[config.mk]
export PLATFORM = sky130hd
export DESIGN_NAME = if_pc_unit
export DESIGN_NICKNAME = d
export VERILOG_FILES = /design/src/rtl/if_pc_unit_pkg.sv /design/src/rtl/if_pc_unit_bht.sv /design/src/rtl/if_pc_unit.sv
export SDC_FILE = /design/constraint.sdc
export NUM_CORES = 1
export LEC_CHECK = 0
export CAP_MARGIN = 20
export CORE_MARGIN = 4
export CORE_UTILIZATION = 58
export CTS_CLUSTER_SIZE = 25
export DETAILED_ROUTE_END_ITERATION = 6
export GPL_TIMING_DRIVEN = 0
export PLACE_DENSITY = 0.92
export SETUP_SLACK_MARGIN = 0.1
export SLEW_MARGIN = 25
export SYNTH_ARGS = -nofsm -noshare
export SYNTH_HDL_FRONTEND = slang
export SYNTH_SLANG_ARGS = --single-unit
[constraint.sdc]
create_clock -name clock -period 11.7 [get_ports clock]
set_input_delay 1.755 -clock clock [delete_from_list [all_inputs] [get_ports clock]]
set_output_delay 1.755 -clock clock [all_outputs]
set_load 0.01 [all_outputs]
[src/rtl/if_pc_unit_pkg.sv]
// Shared constants for the Minisys-1A IF-stage PC unit: branch opcodes,
// 2-bit counter encodings and the reset defaults.
package if_pc_unit_pkg;

  localparam logic [5:0] OP_BEQ    = 6'b000100;
  localparam logic [5:0] OP_BNE    = 6'b000101;
  localparam logic [5:0] OP_BGTZ   = 6'b000111;
  localparam logic [5:0] OP_BLEZ   = 6'b000110;
  localparam logic [5:0] OP_REGIMM = 6'b000001;

  typedef enum logic [1:0] {
    SNT = 2'b00,
    WNT = 2'b01,
    WT  = 2'b10,
    ST  = 2'b11
  } bht_cnt_e;

  localparam logic [31:0] RESET_PC_DEFAULT = 32'h0000_0000;
  localparam logic [1:0]  CNT_INIT_DEFAULT = WT;

  // Saturating 2-bit counter step toward the resolved direction.
  function automatic logic [1:0] cnt_sat_update(input logic [1:0] cnt, input logic taken);
    logic [1:0] nxt;
    nxt = cnt;
    if (taken) begin
      if (cnt != ST) nxt = cnt + 2'd1;
    end else begin
      if (cnt != SNT) nxt = cnt - 2'd1;
    end
    return nxt;
  endfunction

endpackage

[src/rtl/if_pc_unit_bht.sv]
// Branch history table: 2^BHT_BITS two-bit saturating counters with an
// async-reset fill, a combinational read port (IF) and a clocked update port (ID).
module bht_2bit
  import if_pc_unit_pkg::*;
#(
  parameter int         BHT_BITS = 4,
  parameter logic [1:0] CNT_INIT = CNT_INIT_DEFAULT
) (
  input  logic                clock,
  input  logic                reset,
  input  logic [BHT_BITS-1:0] rd_idx_i,
  output logic [1:0]          rd_cnt_o,
  input  logic                wr_en_i,
  input  logic [BHT_BITS-1:0] wr_idx_i,
  input  logic                wr_taken_i
);

  localparam int N_ENTRIES = 1 << BHT_BITS;

  logic [1:0] cnt_q [N_ENTRIES];
  logic [1:0] wr_cnt_d;

  assign wr_cnt_d = cnt_sat_update(cnt_q[wr_idx_i], wr_taken_i);

  always_ff @(posedge clock or posedge reset) begin
    if (reset) begin
      for (int i = 0; i < N_ENTRIES; i++) cnt_q[i] <= CNT_INIT;
    end else if (wr_en_i) begin
      cnt_q[wr_idx_i] <= wr_cnt_d;
    end
  end

  // Read sees the pre-update value when IF and ID hit the same entry.
  assign rd_cnt_o = cnt_q[rd_idx_i];

endmodule

[src/rtl/if_pc_unit.sv]
// IF-stage next-PC generator with a 2-bit BHT predictor; resolves the
// prediction against the ID-stage branch outcome and redirects/flushes fetch.
module if_pc_unit
  import if_pc_unit_pkg::*;
#(
  parameter logic [31:0] RESET_PC = RESET_PC_DEFAULT,
  parameter int          BHT_BITS = 4,
  parameter logic [1:0]  CNT_INIT = CNT_INIT_DEFAULT
) (
  input  logic        clock,
  input  logic        reset,
  input  logic        ID_stall,
  input  logic [31:0] IF_instruction,
  input  logic        IFBranch,
  input  logic        ID_Branch,
  input  logic        nBranch,
  input  logic        J,
  input  logic        JR,
  input  logic [25:0] ID_jaddr,
  input  logic [31:0] rs,
  output logic [31:0] PC,
  output logic [31:0] PC_plus4,
  output logic        IF_Flush,
  output logic        pred_taken,
  output logic        mispredict
);

  logic [31:0]         pc_q, pc_d;
  logic                id_valid_q;
  logic                id_pred_q;
  logic [31:0]         id_pc4_q;
  logic [31:0]         id_tgt_q;
  logic [BHT_BITS-1:0] id_idx_q;

  logic [31:0]         pc_plus4;
  logic [31:0]         br_tgt;
  logic [31:0]         j_tgt;
  logic [BHT_BITS-1:0] if_idx;
  logic [1:0]          if_cnt;
  logic                id_taken;
  logic                id_resolve;
  logic                redirect;
  logic                unused_instr_hi;

  assign pc_plus4 = pc_q + 32'd4;
  assign br_tgt   = pc_plus4 + {{14{IF_instruction[15]}}, IF_instruction[15:0], 2'b00};
  assign if_idx   = pc_q[BHT_BITS+1:2];

  // The opcode is decoded upstream into IFBranch; only the offset is needed here.
  assign unused_instr_hi = ^IF_instruction[31:16];

  bht_2bit #(
    .BHT_BITS (BHT_BITS),
    .CNT_INIT (CNT_INIT)
  ) u_bht (
    .clock      (clock),
    .reset      (reset),
    .rd_idx_i   (if_idx),
    .rd_cnt_o   (if_cnt),
    .wr_en_i    (id_resolve),
    .wr_idx_i   (id_idx_q),
    .wr_taken_i (id_taken)
  );

  assign pred_taken = IFBranch & if_cnt[1];

  assign id_taken   = ID_Branch & ~nBranch;
  assign id_resolve = ~ID_stall & ID_Branch & id_valid_q;
  assign mispredict = id_resolve & (id_taken != id_pred_q);
  assign j_tgt      = {id_pc4_q[31:28], ID_jaddr, 2'b00};
  assign redirect   = ~ID_stall & (JR | J | mispredict);
  assign IF_Flush   = redirect;

  always_comb begin
    pc_d = pc_plus4;
    if (ID_stall)        pc_d = pc_q;
    else if (JR)         pc_d = rs;
    else if (J)          pc_d = j_tgt;
    else if (mispredict) pc_d = id_taken ? id_tgt_q : id_pc4_q;
    else if (pred_taken) pc_d = br_tgt;
  end

  always_ff @(posedge clock or posedge reset) begin
    if (reset) pc_q <= RESET_PC;
    else       pc_q <= pc_d;
  end

  // A redirect squashes the IF instruction, so the slot becomes a bubble.
  always_ff @(posedge clock or posedge reset) begin
    if (reset) begin
      id_valid_q <= 1'b0;
      id_pred_q  <= 1'b0;
      id_pc4_q   <= 32'd0;
      id_tgt_q   <= 32'd0;
      id_idx_q   <= '0;
    end else if (!ID_stall) begin
      id_valid_q <= IFBranch & ~redirect;
      id_pred_q  <= pred_taken;
      id_pc4_q   <= pc_plus4;
      id_tgt_q   <= br_tgt;
      id_idx_q   <= if_idx;
    end
  end

  assign PC       = pc_q;
  assign PC_plus4 = pc_plus4;

endmodule

Word-level counts from Yosys, hierarchy flattened:

Index checks and enable logic that the tools add are counted.

* register bits: 134
* input bits: 98

* multiplexer cells: 17
* magnitude comparators: 3
* eq/ne operators: 2
* add/subtract/negate cells: 4
* reduce and logical (&&, ||, !) cells: 2
* bitwise operators: 14

Operator list (count)
* two-way mux 32 bit: 5
* adder 32 x 3 -> 32 bit (second input constant): 1
* adder 32 bit: 1
* bitwise mux 32 bit: 1
* binary-select mux 2 bit (select 4 bit): 2
* two-way mux 2 bit: 8
* greater-or-equal comparator 5 bit (second input constant): 2
* NOT 4 -> 5 bit: 2
* demux 2 bit (select 4 bit): 1
* AND 1 bit: 7
* less-than comparator 5 x 1 -> 1 bit (second input constant): 1
* NOT 1 bit: 3
* adder 2 x 1 -> 2 bit (second input constant): 1
* != test 2 bit (second input constant): 1
* bitwise OR 1 bit: 2
* nonzero test 2 bit: 1
* subtractor 2 x 1 -> 2 bit (second input constant): 1
* logical AND 1 bit: 1
* != test 1 bit: 1

Longest topological paths before layout:

* word-level depth: 9
* depth in mapped cells: 17

Modules after synthesis:

Synthesis repeated with hierarchy kept, for this count alone.

* cell total of the unflattened synthesis: 1069
* area, all modules: 9424.0 um^2

By module, submodules not included
* if_pc_unit: area each 7534.7 um^2, cells an instance 902, instances 1, sequential area each 2502.4 um^2
* bht_2bit: area each 1889.3 um^2, cells an instance 167, instances 1, sequential area each 820.8 um^2

Worst setup path before layout:

No wires, ideal clock.

* kind: input -> output
* from: input port ID_stall
* to: output port mispredict
* data required time: 9.945 ns
* arrival: 2.954 ns
* stages on the path: 7
* buffers on the path: 3
* setup slack: 6.991 ns
* path through: clkbuf_1 inv_1 and3_1 nand2_1 clkinv_1 buf_2 clkbuf_1

* word-level cells in the longest chain between the ends: 4

RTL lines
* start: declaration: RTL line if_pc_unit.sv:12 `input logic ID_stall,`
* NOT 1 bit: RTL line if_pc_unit.sv:68 `assign id_resolve = ~ID_stall & ID_Branch & id_valid_q;`
* AND 1 bit (2 in series): RTL line if_pc_unit.sv:68
* AND 1 bit: RTL line if_pc_unit.sv:69 `assign mispredict = id_resolve & (id_taken != id_pred_q);`
* end: declaration: RTL line if_pc_unit.sv:25 `output logic mispredict`

Every way passes these cells.

Final worst setup path:

* from: input port ID_Branch
* to: output port mispredict

* word-level cells in the longest chain between the ends: 3

RTL lines
* start: declaration: RTL line if_pc_unit.sv:15 `input logic ID_Branch,`
* AND 1 bit, on equally long branches: RTL line if_pc_unit.sv:68, if_pc_unit.sv:67
* AND 1 bit / != test 1 bit (equally long branches): RTL line if_pc_unit.sv:68, if_pc_unit.sv:69
* AND 1 bit *: RTL line if_pc_unit.sv:69

Every way passes the cells marked *; elsewhere a longest branch is shown, timed or not.

==> impl_metrics.csv <==
group,metric,value,unit
power,switching_share,34.37,%
floorplan,die_area,17220,µm²
clock_network,clock_path_buffers,2,
synthesis,synthFlopType,"dfrtp_1",
synthesis,syn_nets,1085,
floorplan,die_w,131.2,µm
sta,fin_crit,6.345,ns
floorplan,core_area,14700,µm²
clock_network,cts_buffers,17,
sta,tns,0,ns
sta,finClkSkew,0.01094,ns
power,share_seq_of_total_power,35.7,%
flow_run,maxCapViolCount,0,
clock_network,hold_buffers,0,
sta,grt_setup_unrepaired,"false",
clock_network,htreeDepth,4,
synthesis,synth_cell_type_count,66,
routing,detail_route.vias_per_cell,6.748,
floorplan,die_y,131.2,µm
worst_setup_path,cp.arrival,4.59,ns
clock_network,cts.sinks,132,
synthesis,ys_ff_latch,132,
routing,wl_met2,13990,µm
sta,max_freq,157.6,MHz
sta,fin_crit_sh,54.23,%
clock_network,cts_tree,"built",
floorplan,num_rows,44,
sta,finalSetupViolCount,0,
worst_setup_path,path_max_fanout,10,
worst_setup_path,critPathBufInv,5,
synthesis,synth-edff-count,0,
synthesis,synth_cells,950,
clock_network,insertion_delay,0.43,ns
synthesis,synth_area,8808,µm²
global_routing,grt_use_total,35.86,%
synthesis,syn_avg_cell_area,9.272,µm²
global_routing,grt_pass1_wl,48820,µm
worst_setup_path,cp-end-kind,"output port",
routing,firstDrtPassIters,7,
power,power_per_cell_area,148.9,nW/µm²
clock_network,clkTransAtPathRegs,0.06,ns
clock_network,cts-resized-gates,0,
power,intPower,0.001088,W
worst_setup_path,cpLargestDelayFamily,"buffers and inverters",
routing,routed_wl,31270,µm
outcome,status,"finished with violations",
power,total_power,0.001657,W
global_routing,grt_pass1_vias,8765,
routing,avgRoutedWirePerCell,23.81,µm
power,peakVddDrop,0.0001215,V
global_routing,grt_max_degree,93,
cells_and_area,nNetsFinal,1251,
cells_and_area,fin_area,11130,µm²
hold_path,min_from,"id_tgt_q[16]$_DFFE_PP0N_",
worst_setup_path,max_stage_delay,0.67,ns
worst_setup_path,r2r_slack,6.55,ns
routing,wl_met1,11810,µm
synthesis,yosysWarningCount,0,
power,combPwrFrac,31.4,%
placement,postPlaceCellArea,10540,µm²
floorplan,io_pins,165,
worst_setup_path,cp_cell_sequence,"clkdlybuf4s50_1, and3_1, nand2_1, clkinv_1, buf_2, clkbuf_1, clkdlybuf4s50_1",
worst_setup_path,crit_slowest_cell,"clkdlybuf4s50_1",
power,power_switching,0.0005696,W
routing,drt-initial-drc-count,1286,
sta,worstMarginPinSlew,1.025,ns
power,power_frac_clock,32.8,%
worst_setup_path,timing_worst_setup_path_type,"input pin to output port",
cells_and_area,drive_gt1_share,13.29,%
synthesis,ys_seq_area_share,37.73,%
cells_and_area,synthToLayoutAreaGrowth,26.34,%
sta,finalHoldViolations,0,
clock_network,cts_post_setup_buffers_inserted,0,
global_routing,overflow,0,
routing,drc,2,
placement,portBuffers,146,
hold_path,hp-class,"flip-flop to flip-flop",
routing,drtAntennaViolNets,0,
outcome,violations,"design-rule violations",
worst_setup_path,worst_path_most_repeated_cell,"clkdlybuf4s50_1",
placement,gp_congestion,0.9851,
worst_setup_path,crit_start,"ID_Branch",
global_routing,antenna_found_initial,0,
sta,slew_viol_final,0,
sta,slew_headroom,29.91,%
routing,vias,8860,
clock_network,cts_root_buf,"clkbuf_16",
placement,dpl.hpwl,22060,µm
routing,topRoutingLayerUsed,"met4",
floorplan,start_util,59.93,%
power,p_leak,4.701,nW
synthesis,ys_async_sr_fraction,100.0,%
cells_and_area,diodes,0,
routing,wl_met3,3736,µm
worst_setup_path,critPathRequiredTime,9.95,ns
worst_setup_path,r2r-start,"PC[4]$_DFFE_PP0N_",
worst_setup_path,cp-start-kind,"input pin",
state kept, by name (all words and copies together) (netlist names):
name	count
PC	32
id_idx_q	4
id_pc4_q	32
id_pred_q	1
id_tgt_q	30
id_valid_q	1
u_bht.cnt_q	32
worst min-delay path, cell delays in order, from the launching register on:
cell	delay (ns)
dfrtp_1	0.35
nand2_1	0.06
nand2_1	0.05
metrics by stage:
step                      hold slack (ns)  worst slack (ns)  std cells  util, %
after floorplan                    0.4416             6.445        950        -
after detailed placement           0.4728             5.546       1281    71.67
after global routing               0.5064             5.372       1313    75.71
final                              0.4898             5.355       1313    75.71
after CTS                          0.4822             5.523       1313    75.71
after global placement             0.4598             4.550       1280    71.43
cells in the mapped netlist, drive strengths merged (6+ instances only):
master  number  area (µm²)
nand2      153       574.3
dfrtp      116        2903
a21oi       71       355.3
mux2        71       799.5
o21ai       67       335.3
nor2        56       210.2
clkbuf      39       146.4
ha          36       450.4
xnor2       36       315.3
nand3       22       110.1
and3        21       131.4
inv         21       78.82
xor2        21       183.9
buf         16       91.34
dfstp       16       420.4
mux4        15       337.8
a211oi      14       105.1
a221o       11       110.1
mux2i       11       110.1
nor3        11       55.05
nand4       10       62.56
a21o         8       60.06
and2         6       40.04
o211ai       6       45.04
o22ai        6       37.54
cell families after synthesis:
family | share of synthesized area, %
simple gates | 14.82
compound gates | 18.42
flops | 37.73
mux | 14.16
buf+inv | 3.636
xor+xnor | 5.668
fa+ha+maj | 5.568
area by class of cell:
class	instances	area, µm²
multi-input combinational	741	5165
sequential	132	3323
clock buffer	18	439.2
tap	184	230.2
buffer	55	237.7
fill	983	3571
clock inverter	14	153.9
inverter	22	90.09
timing repair buffer	147	1489
worst paths after layout:
kind / to / cells past startpoint
setup / recovery: mispredict / 7
hold / removal: id_tgt_q[16]$_DFFE_PP0N_ / 2
setup reg to reg: id_tgt_q[30]$_DFFE_PP0N_ / 16
hold reg to reg: id_tgt_q[16]$_DFFE_PP0N_ / 2
max in group asynchronous: u_bht.cnt_q[25]$_DFFE_PP1P_ / 3
min in group asynchronous: id_pc4_q[3]$_DFFE_PP0N_ / 2
cell usage in the layout, fill, tap and decap left out, drive strengths merged, types with 4 or more instances in the layout:
cell type | synthesis | final
nand2 | 153 | 153
clkdlybuf4s50 | 0 | 146
dfrtp | 116 | 116
a21oi | 71 | 71
mux2 | 71 | 71
o21ai | 67 | 67
clkbuf | 39 | 57
nor2 | 56 | 56
xnor2 | 36 | 36
ha | 36 | 36
inv | 21 | 24
nand3 | 22 | 22
and3 | 21 | 21
xor2 | 21 | 21
buf | 16 | 17
dfstp | 16 | 16
mux4 | 15 | 15
a211oi | 14 | 14
nor3 | 11 | 11
mux2i | 11 | 11
a221o | 11 | 11
nand4 | 10 | 10
a21o | 8 | 8
clkinv | 1 | 8
o211ai | 6 | 6
o22ai | 6 | 6
and2 | 6 | 6
a211o | 5 | 5
o21a | 5 | 5
nand2b | 5 | 5
a221oi | 5 | 5
a21boi | 5 | 5
a22oi | 5 | 5
o221ai | 5 | 5
a31oi | 5 | 5
o32a | 5 | 5
or3 | 4 | 4
nor2b | 4 | 4
o21bai | 4 | 4
power groups by stage:
stage	sequential, W	combinational (W)	clock [W]
6_report	0.000592	0.000521	0.000544
5_1_grt	0.000600	0.000558	0.000563
4_1_cts	0.000589	0.000508	0.000539
3_5_place_dp	0.000593	0.000497	0
3_3_place_gp	0.000591	0.000485	0
2_1_floorplan	0.000584	0.000313	0
per-layer routing:
layer,up-vias,global-route usage [%]
met5,-,0
met2,715,54.98
met1,4166,46.14
li1,3797,-
met4,0,18.44
met3,182,11.12
(Power assumes the default switching activity.)
